<file path="src/rtl/fir_sum.sv">
// fir_sum -- sequential adder for polyphase FIR bank outputs.
//
// On each start strobe, the module takes a copy of all M bank outputs. It adds
// them into a wide accumulator, one bank per clock. It then scales the sum by
// SHIFT bits, saturates it to OUTPUT_WIDTH and presents the result together
// with a one-cycle valid pulse.
//
// Build option:
//   FIR_SUM_ROUND_EN  defined   -> round half to even before the shift
//                     undefined -> truncate (floor); latency is the same
//
// Ports:
//   clk              rising-edge clock for all logic
//   rst              asynchronous, active-high reset
//   clk_2mhz_pos_en  one-cycle start strobe (one per decimated sample)
//   din              M packed signed banks, bank k at [k*INPUT_WIDTH +: INPUT_WIDTH]
//   dout             signed, scaled and saturated sum; holds until the next valid
//   valid            one-cycle pulse that qualifies dout and ovf
//   ovf              saturation flag, qualified by valid
//   busy             high while a sum is in progress (state != IDLE)
//   dropped          one-cycle pulse when a start arrives while busy
module fir_sum #(
  parameter int M            = 20,
  parameter int INPUT_WIDTH  = 35,
  parameter int SHIFT        = 26,
  parameter int OUTPUT_WIDTH = 14
) (
  input  logic                           clk,
  input  logic                           rst,
  input  logic                           clk_2mhz_pos_en,
  input  logic [M*INPUT_WIDTH-1:0]       din,
  output logic signed [OUTPUT_WIDTH-1:0] dout,
  output logic                           valid,
  output logic                           ovf,
  output logic                           busy,
  output logic                           dropped
);

  // A sum of M values needs $clog2(M) growth bits, so the accumulator cannot wrap.
  localparam int ACC_WIDTH = INPUT_WIDTH + $clog2(M);
  localparam int IDX_WIDTH = (M > 1) ? $clog2(M) : 1;
  // The scaled value keeps the extra rounding headroom bit.
  localparam int Q_WIDTH   = ACC_WIDTH + 1 - SHIFT;

  localparam logic [1:0] IDLE  = 2'd0;
  localparam logic [1:0] ACC   = 2'd1;
  localparam logic [1:0] ROUND = 2'd2;

  localparam logic [IDX_WIDTH-1:0] LAST_IDX = IDX_WIDTH'(M - 1);

  localparam logic signed [OUTPUT_WIDTH-1:0] OUT_MAX = {1'b0, {(OUTPUT_WIDTH-1){1'b1}}};
  localparam logic signed [OUTPUT_WIDTH-1:0] OUT_MIN = {1'b1, {(OUTPUT_WIDTH-1){1'b0}}};

  logic [1:0]                     state_reg;
  logic signed [ACC_WIDTH-1:0]    acc_reg;
  logic [IDX_WIDTH-1:0]           idx_reg;
  logic signed [OUTPUT_WIDTH-1:0] dout_reg;
  logic                           valid_reg;
  logic                           ovf_reg;
  logic                           dropped_reg;

  logic                           start_accept;
  logic signed [INPUT_WIDTH-1:0]  din_bank [M];
  logic signed [INPUT_WIDTH-1:0]  snap_reg [M];
  logic signed [INPUT_WIDTH-1:0]  snap_cur;
  logic signed [ACC_WIDTH-1:0]    snap_ext;

  logic signed [ACC_WIDTH:0]      acc_ext;
  logic signed [ACC_WIDTH:0]      rnd_sum;
  logic signed [Q_WIDTH-1:0]      q;
  logic signed [OUTPUT_WIDTH-1:0] q_sat;
  logic                           sat_hit;

  assign start_accept = clk_2mhz_pos_en && (state_reg == IDLE);

  // Unpack the flat bus into one signed word per bank.
  generate
    for (genvar gi = 0; gi < M; gi++) begin : g_unpack
      assign din_bank[gi] = din[gi*INPUT_WIDTH +: INPUT_WIDTH];
    end
  endgenerate

  // The snapshot is taken only on an accepted start. din may change freely
  // while the sum runs. The snapshot needs no reset because the start edge
  // always writes it before it is read.
  always_ff @(posedge clk) begin
    if (start_accept) begin
      snap_reg <= din_bank;
    end
  end

  assign snap_cur = snap_reg[idx_reg];
  assign snap_ext = {{(ACC_WIDTH-INPUT_WIDTH){snap_cur[INPUT_WIDTH-1]}}, snap_cur};

  // Scaling. The slice [ACC_WIDTH:SHIFT] of a signed value is its arithmetic
  // right shift by SHIFT.
  assign acc_ext = {acc_reg[ACC_WIDTH-1], acc_reg};

`ifdef FIR_SUM_ROUND_EN
  // Round half to even: add 2^(SHIFT-1)-1, plus the LSB that survives the shift.
  // An exact tie therefore moves up only when the kept value is odd.
  localparam logic [ACC_WIDTH:0] HALF_M1 =
    {{(ACC_WIDTH+2-SHIFT){1'b0}}, {(SHIFT-1){1'b1}}};
  assign rnd_sum = acc_ext + $signed(HALF_M1)
                   + $signed({{ACC_WIDTH{1'b0}}, acc_reg[SHIFT]});
`else
  // Truncation: the plain arithmetic shift rounds toward minus infinity.
  assign rnd_sum = acc_ext;
`endif

  assign q = rnd_sum[ACC_WIDTH:SHIFT];

  // Saturation. q fits the output only when its bits from the output sign bit
  // upward are all equal.
  generate
    if (Q_WIDTH > OUTPUT_WIDTH) begin : g_sat
      logic [Q_WIDTH-OUTPUT_WIDTH:0] q_top;
      assign q_top   = q[Q_WIDTH-1:OUTPUT_WIDTH-1];
      assign sat_hit = !((&q_top) || !(|q_top));
      assign q_sat   = sat_hit ? (q[Q_WIDTH-1] ? OUT_MIN : OUT_MAX)
                               : q[OUTPUT_WIDTH-1:0];
    end else begin : g_nosat
      assign sat_hit = 1'b0;
      assign q_sat   = OUTPUT_WIDTH'(q);
    end
  endgenerate

  // Control FSM. IDLE -> ACC takes M cycles, one bank per cycle.
  // ACC -> ROUND takes one cycle, then the FSM returns to IDLE.
  // A start is accepted only in IDLE. A start seen on the ROUND edge is
  // therefore dropped.
  always_ff @(posedge clk or posedge rst) begin
    if (rst) begin
      state_reg   <= IDLE;
      acc_reg     <= '0;
      idx_reg     <= '0;
      dout_reg    <= '0;
      valid_reg   <= 1'b0;
      ovf_reg     <= 1'b0;
      dropped_reg <= 1'b0;
    end else begin
      valid_reg   <= 1'b0;
      dropped_reg <= clk_2mhz_pos_en && (state_reg != IDLE);
      case (state_reg)
        IDLE: begin
          if (clk_2mhz_pos_en) begin
            acc_reg   <= '0;
            idx_reg   <= '0;
            state_reg <= ACC;
          end
        end
        ACC: begin
          acc_reg <= acc_reg + snap_ext;
          if (idx_reg == LAST_IDX) begin
            idx_reg   <= '0;
            state_reg <= ROUND;
          end else begin
            idx_reg <= idx_reg + 1'b1;
          end
        end
        ROUND: begin
          dout_reg  <= q_sat;
          ovf_reg   <= sat_hit;
          valid_reg <= 1'b1;
          state_reg <= IDLE;
        end
        default: begin
          state_reg <= IDLE;
        end
      endcase
    end
  end

  assign dout    = dout_reg;
  assign valid   = valid_reg;
  assign ovf     = ovf_reg;
  assign dropped = dropped_reg;
  assign busy    = (state_reg != IDLE);

endmodule
</file>
<file path="config.mk">
export PLATFORM = sky130hd
export DESIGN_NAME = fir_sum
export DESIGN_NICKNAME = d
export VERILOG_FILES = /design/src/rtl/fir_sum.sv
export SDC_FILE = /design/constraint.sdc
export NUM_CORES = 1
export LEC_CHECK = 0
export CORE_AREA = 2 2 281 283
export CTS_CLUSTER_DIAMETER = 60
export DETAILED_ROUTE_END_ITERATION = 8
export DIE_AREA = 0 0 283 285
export PLACE_DENSITY_LB_ADDON = 0.2
export SLEW_MARGIN = 10
export SYNTH_ARGS = -nofsm -noshare
export SYNTH_HDL_FRONTEND = slang
export SYNTH_SLANG_ARGS = --single-unit
</file>
<file path="constraint.sdc">
create_clock -name clk -period 44.9 [get_ports clk]
set_clock_uncertainty 0.05 [all_clocks]
set_input_delay 4.49 -clock clk [delete_from_list [all_inputs] [get_ports clk]]
set_output_delay 4.49 -clock clk [all_outputs]
set_load 0.03 [all_outputs]
</file>
==> metrics.md <==
| Metric | Value |
|---|---|
| Run status | complete, no violations |
| Mean Syn Cell Area | 19.5 um^2 |
| Least-Margin Pin Slew | 1210 ps |
| Synth Instances | 1587 |
| Fill cell count | 6189 |
| Pins Over Slew Limit | 0 |
| Reg clk slew, reported paths | 60 ps |
| Reg2reg start | idx_reg[0] |
| Sum Neg Setup Slack | 0 ps |
| H-tree Lvls | 3 |
| Cell at the root of the clock tree | clkbuf_16 |
| Asr flop ratio synth | 8.26% |
| Die width | 283 um |
| Worst setup path class | input pin to flop |
| Final WL | 90900 um |
| Layout area overhead | 36.3% |
| Maximum VDD drop | 0.0000348 V |
| Post-synth EDFFs | 700 |
| Distinct cells, synth | 59 |
| Pin count of the biggest net entering global routing | 150 |
| Max Freq | 0.120 GHz |
| Post-Place Setup Slack | 35880 ps |
| Final setup viols | 0 |
| Setup Buffers After CTS | 0 |
| Ports | 721 |
| Static Leakage | 14.3 nW |
| PostCTS Resize Cnt | 0 |
| Hold Buf Count CTS | 0 |
| Die area | 80700 um^2 |
| FF-to-FF path depth | 16 |
| Nets | 3074 |
| DRT iter0 DRCs | 1383 |
| Pre-Repair DR Iteration Count | 5 |
| Number of global-route vias before repair | 19194 |
| Core Util, Final | 54.1% |
| Number of max-cap violations | 0 |
| Seq cells post-synth | 763 |
| RR Endpoint | acc_reg[36] |
| Top-count cell post-synth | edfxtp_1 |
| Slew HR | 19.4% |
| Crit-path max FO | 149 |
| RSZ-0062 raised after global routing | no |
| Cell area after synthesis | 30900 um^2 |
| CP startpoint kind | input pin |
| List of most frequent post-synthesis cells | edfxtp_1, mux4_2, nand2_1 |
| Top-area cell type share of the netlist area | 68.0% |
| Worst skew pair latency | 640 ps |
| Worst path required time | 45090 ps |
| Final WS setup | 36570 ps |
| Register area | 22600 um^2 |
| Power per cell area | 66.3 nW/um^2 |
| Post-synth top area cell | edfxtp_1 |
| WL per Instance | 26.2 um |
| Initial antenna violation count | 39 |
| Multi-input gate area | 7800 um^2 |
| Synth Warn # | 0 |
| Area contributors post-synth | edfxtp_1, mux4_2, dfrtp_1, ha_1, nand2_1 |
| Dominant synthesized flop cell | edfxtp_1 |
| Class of the worst hold path | flop to flop |
| Final period util | 18.5% |
| Max FFs per register | 700 |
| Critical Path Sink | snap_reg[233] |
| Sequential share of the synthesized area | 73.1% |
| Sink Count | 763 |
| ANT nets after route | 0 |
| Hold Slack | 442 ps |
| Core footprint | 78000 um^2 |
| CTS tree | done |
| GR Util All Layers | 22.3% |
| Critical path arrival | 8520 ps |
| HPWL after detailed placement | 67600 um |
| GPL Wtd Cong | 0.904 |
| Initial Utilization | 39.7% |
| Via count | 17962 |
| Buffers on Ports | 719 |
| Hold Violations, Final | 0 |
| DRC | 0 |
| Global-route wire length before repair | 130000 um |
| Critical Path Source | clk_2mhz_pos_en |
| Num CTS Buffers | 86 |
| CTS max path bufs | 3 |
| Fraction of layout cells with a size suffix above 1 | 16.0% |
| CP endpoint kind | flop |
| WHS Path Cells | 2 |
| Syn Nets | 2331 |
| GRT Residual Overflow | 0 |
| Row count | 103 |
| Setup slack, reg-to-reg | 38470 ps |
| Vias per std cell | 5.18 |
| Fin crit period | 8330 ps |
| Height of the die | 285 um |
## worst min path at each step
stage	start	end	slack [ps]
detailed placement	acc_reg[19]	acc_reg[19]	430
finish	acc_reg[19]	acc_reg[19]	440
global route	acc_reg[19]	acc_reg[19]	470
global placement	acc_reg[13]	acc_reg[13]	420
CTS	acc_reg[19]	acc_reg[19]	450
floorplan	acc_reg[13]	acc_reg[13]	410
## layout make-up
class | instances | share of cell area (%)
Antenna cell | 18 | 0.107
Clock buffer | 112 | 5.48
Clock inverter | 47 | 1.24
Inverter | 49 | 0.457
Multi-Input combinational cell | 691 | 18.5
Sequential cell | 763 | 53.6
Tap cell | 1050 | 3.12
Timing Repair Buffer | 739 | 17.5
## power breakdown
group          internal, mW  leakage [nW]  switching, mW
registers             0.907          7.11         0.0447
logic                 0.516          5.79          0.622
clock network         0.414          1.38          0.290
## placed cells by master, fill, tap and decap left out, drive strengths merged, types with 24 or more instances in the layout
cell type        n
a21o            26
a21oi           43
clkbuf         112
clkdlybuf4s50  719
clkinv          28
dfrtp           63
edfxtp         700
ha              40
inv             56
mux4           210
nand2          107
nand3           24
o21ai           95
## worst max-delay path, cell delays in order
cell,delay [ps]
clkdlybuf4s50_1,480
nand2_1,490
inv_8,960
buf_4,960
buf_4,920
## cell families after synthesis
logic type	share of synthesized area (%)
multiplexers	15.9
other	0.0121
flip-flops	73.1
buffers and inverters	1.75
adder cells (fa/ha/maj)	1.68
XOR/XNOR	1.02
AND/OR/NAND/NOR	2.52
AO/OA/AOI/OAI	4.09
## metrics by stage
step | total power, mW | cells | instance area (um^2)
5_1_grt | 2.96 | 3465 | 42100
3_3_place_gp | 2.09 | 3292 | 39300
6_report | 2.79 | 3469 | 42200
4_1_cts | 2.82 | 3451 | 42100
3_5_place_dp | 2.11 | 3292 | 39300
2_1_floorplan | 1.85 | 1587 | 30900
## layer usage
layer  GRT usage, %  up-vias  routed length, um
met4           6.48       34               2000
met5              0        -                235
met1           27.0     9083              34200
li1               -     7972                  -
met2           38.6      717              47000
met3           6.82      156               7380
Power figures use the tool's default switching activity.
